File: src/rtl/div_unit_pkg.sv
// Shared definitions for the multi-cycle divider: state encoding, zero-divisor
// result constant and the default datapath width.
package div_unit_pkg;

  localparam int unsigned DivWidth = 32;

  typedef enum logic [1:0] {
    StIdle = 2'd0,
    StCalc = 2'd1,
    StDone = 2'd2
  } div_state_e;

  // Every quotient bit is set on a zero divisor; the remainder is the raw dividend.
  localparam logic DivZeroQuoBit = 1'b1;

endpackage

File: src/rtl/div_step.sv
// One combinational restoring-division step: shift {rem, quo} left by one,
// trial-subtract the divisor and keep the difference when it does not go negative.
module div_step
  import div_unit_pkg::*;
#(
  parameter int unsigned WIDTH = DivWidth
) (
  input  logic [WIDTH-1:0] rem,
  input  logic [WIDTH-1:0] quo,
  input  logic [WIDTH-1:0] divisor,
  output logic [WIDTH-1:0] rem_next,
  output logic [WIDTH-1:0] quo_next
);

  logic [WIDTH:0] shifted;
  logic [WIDTH:0] diff;

  always_comb begin
    shifted = {rem, quo[WIDTH-1]};
    diff    = shifted - {1'b0, divisor};
    // rem < divisor on entry, so a clear top bit means shifted >= divisor
    if (!diff[WIDTH]) begin
      rem_next = diff[WIDTH-1:0];
      quo_next = {quo[WIDTH-2:0], 1'b1};
    end else begin
      rem_next = shifted[WIDTH-1:0];
      quo_next = {quo[WIDTH-2:0], 1'b0};
    end
  end

endmodule

File: src/rtl/div_unit.sv
// Multi-cycle DIV/DIVU unit for the EX stage: restoring divide on magnitudes with
// sign fixup. Define DIV_EARLY_ZERO_EN to finish a zero-divisor divide in one cycle.
module div_unit
  import div_unit_pkg::*;
#(
  parameter int unsigned WIDTH = DivWidth
) (
  input  logic             clk,
  input  logic             rst,
  input  logic             start,
  input  logic             sign,
  input  logic [WIDTH-1:0] a,
  input  logic [WIDTH-1:0] b,
  input  logic             annul,
  input  logic             accept,
  output logic             stall_req,
  output logic             valid,
  output logic [WIDTH-1:0] quotient,
  output logic [WIDTH-1:0] remainder
);

  localparam int unsigned CntW = $clog2(WIDTH) + 1;

  div_state_e       state;
  logic [WIDTH-1:0] rem_q, quo_q, div_q, a_raw_q;
  logic [CntW-1:0]  cnt_q;
  logic             a_neg_q, q_neg_q, b_zero_q;

  logic             a_msb, b_msb;
  logic [WIDTH-1:0] abs_a, abs_b;
  logic [WIDTH-1:0] rem_n, quo_n, quo_fix, rem_fix;

  assign a_msb = sign & a[WIDTH-1];
  assign b_msb = sign & b[WIDTH-1];
  assign abs_a = a_msb ? -a : a;
  assign abs_b = b_msb ? -b : b;

  assign stall_req = ~annul & (((state == StIdle) & start) | (state == StCalc));

  div_step #(
    .WIDTH(WIDTH)
  ) u_step (
    .rem     (rem_q),
    .quo     (quo_q),
    .divisor (div_q),
    .rem_next(rem_n),
    .quo_next(quo_n)
  );

  always_comb begin
    quo_fix = q_neg_q ? -quo_n : quo_n;
    rem_fix = a_neg_q ? -rem_n : rem_n;
    if (b_zero_q) begin
      quo_fix = {WIDTH{DivZeroQuoBit}};
      rem_fix = a_raw_q;
    end
  end

  always_ff @(posedge clk) begin
    if (rst) begin
      state     <= StIdle;
      rem_q     <= '0;
      quo_q     <= '0;
      div_q     <= '0;
      a_raw_q   <= '0;
      cnt_q     <= '0;
      a_neg_q   <= 1'b0;
      q_neg_q   <= 1'b0;
      b_zero_q  <= 1'b0;
      valid     <= 1'b0;
      quotient  <= '0;
      remainder <= '0;
    end else if (annul) begin
      state <= StIdle;
      valid <= 1'b0;
    end else begin
      case (state)
        StIdle: begin
          if (start) begin
            rem_q    <= '0;
            quo_q    <= abs_a;
            div_q    <= abs_b;
            a_raw_q  <= a;
            a_neg_q  <= a_msb;
            q_neg_q  <= a_msb ^ b_msb;
            b_zero_q <= (b == '0);
            cnt_q    <= CntW'(WIDTH);
`ifdef DIV_EARLY_ZERO_EN
            if (b == '0) begin
              state     <= StDone;
              valid     <= 1'b1;
              quotient  <= {WIDTH{DivZeroQuoBit}};
              remainder <= a;
            end else begin
              state <= StCalc;
            end
`else
            state <= StCalc;
`endif
          end
        end
        StCalc: begin
          rem_q <= rem_n;
          quo_q <= quo_n;
          cnt_q <= cnt_q - CntW'(1);
          if (cnt_q == CntW'(1)) begin
            state     <= StDone;
            valid     <= 1'b1;
            quotient  <= quo_fix;
            remainder <= rem_fix;
          end
        end
        StDone: begin
          if (accept) begin
            state <= StIdle;
            valid <= 1'b0;
          end
        end
        default: state <= StIdle;
      endcase
    end
  end

endmodule

File: config.mk
export PLATFORM = sky130hd
export DESIGN_NAME = div_unit
export DESIGN_NICKNAME = d
export VERILOG_FILES = /design/src/rtl/div_unit_pkg.sv /design/src/rtl/div_step.sv /design/src/rtl/div_unit.sv
export SDC_FILE = /design/constraint.sdc
export NUM_CORES = 1
export LEC_CHECK = 0
export ABC_AREA = 1
export BUFFER_PORTS_ARGS = -buffer_cell sky130_fd_sc_hd__buf_2
export CAP_MARGIN = 0
export CORE_MARGIN = 3
export CORE_UTILIZATION = 55
export CTS_CLUSTER_DIAMETER = 60
export DETAILED_ROUTE_END_ITERATION = 8
export PLACE_DENSITY = 0.75
export SYNTH_ARGS = -nofsm -noshare
export SYNTH_HDL_FRONTEND = slang
export SYNTH_SLANG_ARGS = --single-unit
File: constraint.sdc
create_clock -name clk -period 3.6 [get_ports clk]
set_input_delay 0.36 -clock clk [delete_from_list [all_inputs] [get_ports clk]]
set_output_delay 0.36 -clock clk [all_outputs]
set_load 0.05 [all_outputs]
==> results of run 1 <==
-- metal layers --
layer	part of all wire, %	vias up	GRT usage (%)
met4	2.8	0	9.490
met5	0	-	0
li1	-	7638	-
met1	43	7245	52.67
met3	11	90	6.735
met2	43	857	54.03
-- layout make-up --
| type | instances | area, sq um |
|---|---|---|
| sequential | 204 | 4085 |
| clock inverter | 8 | 90.09 |
| inverter | 278 | 1044 |
| tap | 324 | 405.4 |
| timing repair buffer | 235 | 1456 |
| clock buffer | 34 | 678.2 |
| multi-input combinational | 1670 | 8658 |
| fill | 2282 | 8259 |
-- kinds of logic (layout without fill, tap and decap cells) --
logic type | Yosys count | in the layout | synth area share (%)
AO/OA/AOI/OAI | 514 | 514 | 20.64
XOR/XNOR | 66 | 66 | 4.134
buffers and inverters | 372 | 555 | 10.42
AND/OR/NAND/NOR | 1049 | 1051 | 32.05
adder cells (fa/ha/maj) | 39 | 39 | 3.543
flip-flops | 204 | 204 | 29.21
-- critical path: stages (launching register included) --
cell and delay, ns:
dfxtp_1 0.32, inv_1 0.12, ha_1 0.37, nand2_1 0.11, nor2_1 0.21, nand3_2 0.11
nand2_2 0.08, nand2_2 0.06, nand2_4 0.08, nand2_4 0.08, nand2_4 0.07, nand2_4 0.07
nand2_8 0.10, ha_4 0.13, inv_2 0.03, nor3_2 0.16, nand2_1 0.10, nor2_2 0.12
nand3_2 0.10, nor2_2 0.10, a41oi_2 0.18, nor2_1 0.18, o21ai_1 0.10, xor2_1 0.15
o221ai_1 0.15, inv_1 0.06
-- per-stage QoR --
stage	setup TNS, ns	area [sq um]	instances
6_report	0	16420	2753
3_5_place_dp	-0.06610	15360	2695
3_3_place_gp	0	15360	2695
2_1_floorplan	0	14020	2244
4_1_cts	0	16130	2737
5_1_grt	-0.5674	16420	2753
-- worst max-delay path by stage --
stage | cells after the start | slack [ns] | startpoint | endpoint
2_1_floorplan | 29 | 0.008 | quo_q[31]$_SDFFE_PP0P_ | quotient[28]$_SDFFE_PP0P_
3_3_place_gp | 26 | 0.03 | quo_q[31]$_SDFFE_PP0P_ | remainder[25]$_SDFFE_PP0P_
3_5_place_dp | 26 | -0.06 | quo_q[31]$_SDFFE_PP0P_ | remainder[25]$_SDFFE_PP0P_
4_1_cts | 27 | 0.006 | quo_q[31]$_SDFFE_PP0P_ | quotient[28]$_SDFFE_PP0P_
5_1_grt | 27 | -0.13 | quo_q[31]$_SDFFE_PP0P_ | quotient[28]$_SDFFE_PP0P_
6_report | 25 | 0.11 | div_q[6]$_SDFFE_PP0P_ | quotient[28]$_SDFFE_PP0P_
-- power by group --
group / internal [mW] / switching, mW
combinational: 0.453 / 0.935
clock: 1.39 / 1.02
sequential: 2.34 / 0.0672
total: 4.18 / 2.02
-- synth_stat cells, types with 3 or more instances --
library cell  count  area share, %
o21bai_1          8           0.43
o21ai_0         164            5.9
o21ai_1          12           0.43
nand3b_1         13           0.70
nand3_1          96            3.4
and2_1            3           0.13
nor3_1           28            1.0
a21oi_2           5           0.31
clkbuf_1         78            2.1
nand2_2          13           0.58
o21a_1            3           0.16
ha_1             38            3.4
o21ai_2           5           0.31
a31oi_1          10           0.45
xnor2_1          17            1.1
nand2_1         639             17
buf_6             5           0.40
nor2_1          189            5.1
xor2_1           49            3.1
inv_1           266            7.1
or2_2            12           0.54
nand2_4           8           0.64
dfxtp_1         204             29
o221ai_1         19            1.2
nor4_1           10           0.45
a21oi_1         240            8.6
buf_1             8           0.21
o221a_2           4           0.32
o211ai_1         32            1.7
nor2_2            7           0.31
inv_2            11           0.30
nand4_1          17           0.76
-- layout by cell type (no fill, tap or decap), drive strengths merged, types with 4 or more instances in the layout --
cell type  Yosys  routed
dfxtp        204     204
nor3          31      31
a31oi         10      10
clkinv         1       6
a21oi        247     247
clkbuf        78      34
or2           12      12
buf           16     235
and2           4       4
nor2         199     199
o221a          4       4
nor4          10      10
o221ai        19      19
xor2          49      49
o21bai         8       8
nand3        100     100
inv          277     278
nand3b        13      13
nand4         17      17
ha            38      38
o211ai        32      32
xnor2         17      17
o21ai        182     182
nand2        661     663
-- flip-flops by register name (all words and copies together), names as in the netlist --
register	cells
b_zero_q	1
state	2
q_neg_q	1
div_q	32
a_raw_q	32
rem_q	32
a_neg_q	1
cnt_q	6
quotient	32
quo_q	32
valid	1
remainder	32
-- repair_timing --
| action | CTS | global route |
|---|---|---|
| pin swaps | 0 | 20 |
| resized for setup | 1 | 38 |
| endpoints found under the hold margin | 0 | 0 |
| setup buffers | 0 | 14 |
| setup endpoints to repair | 3 | 34 |
| gates cloned | 0 | 2 |
==> impl_metrics.tcl, run 1 <==
set metrics [dict create \
    root_buffer "clkbuf_16" \
    hold_end "div_q[31]$_SDFFE_PP0P_" \
    via_per_inst 5.750 \
    remaining_drc_errors 0 \
    final_util_pct 66.53 \
    synth-seq-cells 204 \
    p_leak_nw 8.255 \
    synthArstFlopShare_pct 0 \
    h-tree-depth 1 \
    cts_tree "yes" \
    ys_types 55 \
    syn_to_final_growth_pct 17.40 \
    rr_endpoint "quotient[28]$_SDFFE_PP0P_" \
    io_pins 136 \
    cts_hold_buffers 0 \
    synth_ff_type "dfxtp_1" \
    antenna_cells 0 \
    status "finished clean" \
    clockBufferDepth 3 \
    p_per_area_mw_per_mm2 378.1 \
    hold_viol 0 \
    via_count 15830 \
    setup_violations 0 \
    slew_violations 0 \
    portBuffers 135 \
    fmax_mhz 286.2 \
    yosysWarnings 0 \
    worst_pin_slew_ns 0.7118 \
    die_area_sq_mm 0.02737 \
    start_kind "flip-flop" \
    dp_slack_ns -0.05555 \
    clk-insertion-delay-late_ns 0.54 \
    relSlewSlack_pct 52.50 \
    reg2regPathDepth 25 \
    die_h_um 165.5 \
    netlist_instances 2244 \
    hp-start "b[31]" \
    wl_per_cell_um 18.43 \
    synth_edf_count 0 \
    maxCapViolCount 0 \
    holdWs_ns 0.1135 \
    syn_area_per_cell_sq_um 6.231 \
    fin_crit_ns 3.494 \
    die_x_um 165.5 \
    hold_class "in2reg" \
    rsz0062_at_grt "yes" \
    num_rows 57 \
    timing_worst_setup_path_type "reg2reg" \
    grt_max_degree 71 \
    clk_transition_reported_paths_ns 0.06 \
    synth_fp_nets 2353 \
    drtPass1Iterations 7 \
    ir_worst_vdd_v 0.0003548 \
    end_kind "flip-flop" \
    min_period_over_period_pct 97.06 \
    finalClockSkew_ns 0.01021 \
    synthesis.area_sq_mm 0.01398 \
    place.gp.congestion 1.050 \
    worst_slack_ns 0.1058 \
    wirelength_um 50730 \
    grt_pass1_wl_um 76840 \
    drive_gt1_share_pct 16.39 \
    overflow 0 \
    first_iter_violations 1769 \
    grt_usage_pct 35.91 \
    worstPathArrival_ns 3.92 \
    cp_max_fo 4 \
    ys_seq_area_share_pct 29.21 \
    grt_pass1_vias 14060 \
    r2r_slack_ns 0.11 \
    fin_nets 2522 \
    initial_utilization_pct 56.67 \
    hold_depth 3 \
    required_ns 4.02 \
    r2r-start "div_q[6]$_SDFFE_PP0P_" \
    core_sq_mm 0.02468 \
    clock_sinks 204 \
    cts_buffers 24 \
    grt_antenna_before_repair 0 \
    finalPower_mw 6.207 \
    place_hpwl_um 38940 \
    ant_nets 0 \
]
Power figures use the tool's default switching activity.
==> run 2: changes to the inputs <==
--- a/config.mk
+++ b/config.mk
@@ -13,6 +13,7 @@
 export CTS_CLUSTER_DIAMETER = 60
 export DETAILED_ROUTE_END_ITERATION = 8
 export PLACE_DENSITY = 0.75
+export REMOVE_ABC_BUFFERS = 1
 export SYNTH_ARGS = -nofsm -noshare
 export SYNTH_HDL_FRONTEND = slang
 export SYNTH_SLANG_ARGS = --single-unit
==> impl_metrics.tcl, run 2 (same netlist as run 1, synthesis figures left out) <==
set metrics [dict create \
    slew_violations 0 \
    first_iter_violations 1333 \
    clockBufferDepth 3 \
    wirelength_um 45010 \
    hold_class "in2reg" \
    dp_slack_ns -0.1735 \
    root_buffer "clkbuf_16" \
    io_pins 136 \
    portBuffers 135 \
    die_area_sq_mm 0.02737 \
    fin_crit_ns 3.613 \
    worst_slack_ns -0.01283 \
    wl_per_cell_um 16.18 \
    die_h_um 165.5 \
    setup_violations 1 \
    clk_transition_reported_paths_ns 0.06 \
    start_kind "flip-flop" \
    crit_slowest_cell "dfxtp_2" \
    maxCapViolCount 0 \
    final_cells 2781 \
    status "complete, but fails checks" \
    crit_path_max_incr_delay_ns 0.33 \
    cts_buffers 26 \
    relSlewSlack_pct 57.79 \
    ir_worst_vdd_v 0.0003683 \
    fmax_mhz 276.8 \
    violations "negative setup slack" \
    die_x_um 165.5 \
    holdWs_ns 0.09876 \
    h-tree-depth 1 \
    cp_max_fo 5 \
    min_period_over_period_pct 100.4 \
    finalClockSkew_ns 0.01308 \
    dp.cells 2715 \
    overflow 0 \
    p_per_area_mw_per_mm2 380.3 \
    p_leak_nw 8.504 \
    rsz0062_at_grt "yes" \
    grt_max_degree 109 \
    drive_gt1_share_pct 18.64 \
    fin_nets 2549 \
    crit_buf_inv 4 \
    via_per_inst 5.573 \
    place.gp.congestion 0.9305 \
    core_sq_mm 0.02468 \
    cts_tree "yes" \
    remaining_drc_errors 0 \
    end_kind "flip-flop" \
    clk-insertion-delay-late_ns 0.54 \
    initial_utilization_pct 56.67 \
    final_cell_mix "nand2_1, inv_1, a21oi_1" \
    antenna_cells 0 \
    drtPass1Iterations 6 \
    grt_antenna_before_repair 0 \
    clock_sinks 204 \
    place_hpwl_um 33490 \
    via_count 15500 \
    final_common_cell "nand2_1" \
    worstPathArrival_ns 4.04 \
    required_ns 4.03 \
    grt_pass1_vias 14030 \
    ant_nets 0 \
    hold_viol 0 \
    crit_chain "inv_1 > ha_1 > buf_4 > nand2_1 > a21oi_1 > nor2_1 > nand2_2 > a21oi_4 > nand3_2 > nand2_4 > ha_4 > inv_4 > nor3_4 > nand2_1 > nor2_2 > nand3_2 > nor2_2 > a41oi_2 > nor2_1 > o21ai_0 > xor2_1 > o221ai_1 > inv_1" \
    worst_pin_slew_ns 0.6274 \
    timing_worst_setup_path_type "reg2reg" \
    syn_to_final_growth_pct 20.82 \
    cp_top_family "simple AND/OR/NAND/NOR gates" \
    grt_pass1_wl_um 69440 \
    num_rows 57 \
    grt_usage_pct 31.36 \
]
run 2: cell count changes in the layout (fill, tap and decap cells not counted), moves of 4 or more:
cell | previous run | this run
buf_4 | 96 | 120
nand2_1 | 627 | 609
nand2_2 | 24 | 40
nor2_1 | 180 | 175
clkbuf_16 | 24 | 28
o21ai_4 | 2 | 6
run 2: through the flow:
step / setup TNS [ns] / total power [mW] / utilization, % / area [sq um]
after global routing: -1.595 / 6.697 / 68.47 / 16900
after floorplan: -376.04 / 3.260 / - / 13570
after detailed placement: -0.5243 / 3.725 / 62.80 / 15500
final: -0.01283 / 6.424 / 68.47 / 16900
after global placement: -0.09020 / 3.696 / 62.80 / 15500
after CTS: 0 / 6.351 / 66.61 / 16440
run 2: layout make-up:
type                    count  area, sq um
clock inverters             9        112.6
multi-input cells        1669         8788
clock buffers              36        749.5
flip-flops and latches    204         4086
repair buffers            261         1707
well taps                 324        405.4
fillers                  2277         7781
inverters                 278         1046
run 2: what timing repair did:
| item | in CTS | in global routing |
|---|---|---|
| gates cloned | 2 | 1 |
| resized for setup | 6 | 92 |
| hold buffers | 0 | 0 |
| setup endpoints to repair | 14 | 31 |
| setup buffers | 1 | 19 |
| pin swaps | 2 | 30 |
run 2: worst paths after layout:
check                                             start                   endpoint  slack [ns]  depth (start not counted)
worst min register to register  a_raw_q[9]$_SDFFE_PP0P_    a_raw_q[9]$_SDFFE_PP0P_        0.45                          2
worst max-delay path             div_q[29]$_SDFFE_PP0P_  quotient[28]$_SDFFE_PP0P_       -0.01                         23
worst max register to register   div_q[29]$_SDFFE_PP0P_  quotient[28]$_SDFFE_PP0P_       -0.01                         23
worst min-delay path                             accept      state[1]$_SDFFE_PP0P_         0.1                          3
run 2: per-layer routing:
layer	part of all wire [%]	global-route usage, %	vias up
li1	-	-	7699
met1	45	43.28	7147
met2	45	50.39	555
met3	6.8	4.440	97
met4	3.3	10.55	0
met5	0	0	-
run 2: report_power, final:
group | total (mW) | internal, mW | switching, mW
combinational | 1.38 | 0.490 | 0.892
sequential | 2.41 | 2.34 | 0.0636
clock | 2.64 | 1.60 | 1.04
total | 6.42 | 4.43 | 1.99
run 2: worst reg2reg max path, delay by kind of cell, from the launching register on:
| kind | cells | cell delay, ns |
|---|---|---|
| adder cells (fa/ha/maj) | 2 | 0.43 |
| flip-flops | 1 | 0.33 |
| AO/OA/AOI/OAI | 5 | 0.75 |
| buffers and inverters | 4 | 0.29 |
| AND/OR/NAND/NOR | 11 | 1.54 |
| XOR/XNOR | 1 | 0.16 |
==> run 3: changes to the inputs <==
--- a/config.mk
+++ b/config.mk
@@ -9,10 +9,10 @@
 export BUFFER_PORTS_ARGS = -buffer_cell sky130_fd_sc_hd__buf_2
 export CAP_MARGIN = 0
 export CORE_MARGIN = 3
-export CORE_UTILIZATION = 55
+export CORE_UTILIZATION = 49
 export CTS_CLUSTER_DIAMETER = 60
 export DETAILED_ROUTE_END_ITERATION = 8
-export PLACE_DENSITY = 0.75
+export PLACE_DENSITY = 0.65
 export REMOVE_ABC_BUFFERS = 1
 export SYNTH_ARGS = -nofsm -noshare
 export SYNTH_HDL_FRONTEND = slang
==> constraint.sdc (replaced) <==
create_clock -name clk -period 3.8 [get_ports clk]
set_input_delay 0.38 -clock clk [delete_from_list [all_inputs] [get_ports clk]]
set_output_delay 0.38 -clock clk [all_outputs]
set_load 0.05 [all_outputs]
==> impl_metrics.tcl, run 3 (same netlist as run 1, synthesis figures left out) <==
set metrics [dict create \
    status "finished clean" \
    grt_pass1_wl_um 71990 \
    final_common_cell "nand2_1" \
    p_int_mw 4.221 \
    initial_utilization_pct 50.06 \
    grt_antenna_before_repair 0 \
    num_rows 61 \
    p_per_area_mw_per_mm2 371.0 \
    required_ns 4.18 \
    ant_nets 0 \
    grt_max_degree 60 \
    grt_usage_pct 28.69 \
    fmax_mhz 281.5 \
    worstPathArrival_ns 3.93 \
    clk_transition_reported_paths_ns 0.06 \
    io_pins 136 \
    cts_buffers 26 \
    p_seq_share_pct 37.3 \
    p_sw_share_pct 30.91 \
    cp_max_fo 36 \
    pwr-share-comb_pct 20.5 \
    end_kind "flip-flop" \
    cp_common_cell "nand2_1" \
    relSlewSlack_pct 29.12 \
    dp_slack_ns -0.02256 \
    hold_end "div_q[0]$_SDFFE_PP0P_" \
    syn_to_final_growth_pct 17.79 \
    finalPower_mw 6.110 \
    wirelength_um 45080 \
    ir_worst_vdd_v 0.0003190 \
    min_period_over_period_pct 93.50 \
    worst_slack_ns 0.2472 \
    overflow 0 \
    finalClockSkew_ns 0.01343 \
    hp-start "b[0]" \
    place.gp.congestion 0.9690 \
    die_x_um 174.9 \
    r2r-start "quo_q[31]$_SDFFE_PP0P_" \
    die_h_um 174.9 \
    worst_pin_slew_ns 1.062 \
    hold_viol 0 \
    crit_path_max_incr_delay_ns 0.37 \
    fin_nets 2486 \
    hold_class "in2reg" \
    remaining_drc_errors 0 \
    via_per_inst 5.362 \
    nFillCells 2832 \
    via_count 14870 \
    h-tree-depth 1 \
    rr_endpoint "remainder[26]$_SDFFE_PP0P_" \
    die_area_sq_mm 0.03060 \
    setup_violations 0 \
    clockPowerShare_pct 42.2 \
    crit_slowest_cell "fa_2" \
    first_iter_violations 1119 \
    fin_crit_ns 3.553 \
    reg2regPathDepth 26 \
    cts_hold_buffers 0 \
    slew_violations 0 \
    cts_tree "yes" \
    clk-insertion-delay-late_ns 0.54 \
    p_leak_nw 8.128 \
    root_buffer "clkbuf_16" \
    drtPass1Iterations 5 \
    crit_start "quo_q[31]$_SDFFE_PP0P_" \
    grt_pass1_vias 13850 \
    timing_worst_setup_path_type "reg2reg" \
    maxCapViolCount 0 \
    antenna_cells 0 \
    hold_depth 3 \
    drive_gt1_share_pct 16.15 \
    portBuffers 135 \
    switchingPower_mw 1.889 \
    final_cell_mix "nand2_1, inv_1, a21oi_1" \
    clock_sinks 204 \
    wl_per_cell_um 16.25 \
    r2r_slack_ns 0.25 \
    start_kind "flip-flop" \
    clockBufferDepth 3 \
    place_hpwl_um 34190 \
    core_sq_mm 0.02793 \
]
run 3: layout make-up:
type / instances / area [sq um] / share of cell area (%)
Tap cell: 378 / 473.0 / 2.871
Clock buffer: 35 / 745.7 / 4.527
Sequential cell: 204 / 4093 / 24.85
Inverter: 278 / 1044 / 6.335
Clock inverter: 12 / 147.6 / 0.8964
Multi-Input combinational cell: 1668 / 8785 / 53.33
Timing Repair Buffer: 199 / 1184 / 7.186
run 3: how the worst max path moves through the flow:
stage                                            end  slack [ns]  depth (start not counted)
final                     remainder[26]$_SDFFE_PP0P_        0.25                         26
after global routing      remainder[12]$_SDFFE_PP0P_      -0.007                         22
after CTS                 remainder[26]$_SDFFE_PP0P_        0.02                         26
after detailed placement   quotient[30]$_SDFFE_PP0P_       -0.02                         27
after global placement    remainder[26]$_SDFFE_PP0P_        0.11                         26
after floorplan            quotient[12]$_SDFFE_PP0P_       -3.33                         13
run 3: what timing repair did:
action,in CTS,in global routing
hold endpoints to repair,0,0
pin swaps,0,19
gates resized for setup,2,66
buffers inserted,0,4
setup endpoints to repair,2,29
run 3: metal layers:
layer	track usage, %	share of wire (%)	up-vias
li1	-	-	7580
met1	41.39	48	6780
met2	45.75	44	448
met3	3.998	6.3	65
met4	6.316	2.2	0
met5	0	0	-
run 3: stage by stage:
stage          instance area (sq um)   TNS (ns)  hold WS [ns]  utilization [%]  instances
2_1_floorplan                  13570    -343.46        0.4318                -       2150
4_1_cts                        16130          0        0.1103            57.73       2770
5_1_grt                        16470  -0.006597        0.1354            58.96       2774
3_3_place_gp                   15220          0        0.4437            54.48       2723
3_5_place_dp                   15220   -0.02256        0.4456            54.48       2723
6_report                       16470          0        0.1270            58.96       2774
run 3: worst max-delay path: cells and delay by family (launching register included):
kind            cells  cell delay, ns
compound gates      2            0.27
fa+ha+maj           2            0.54
buf+inv             5            0.61
flops               1            0.32
simple gates       17            1.63
run 3: power groups by stage:
stage / logic (mW) / clock network (mW) / registers [mW]
global route: 1.41 / 2.69 / 2.29
detailed placement: 1.18 / 0 / 2.32
CTS: 1.19 / 2.60 / 2.28
floorplan: 0.775 / 0 / 2.31
finish: 1.25 / 2.58 / 2.28
global placement: 1.17 / 0 / 2.32
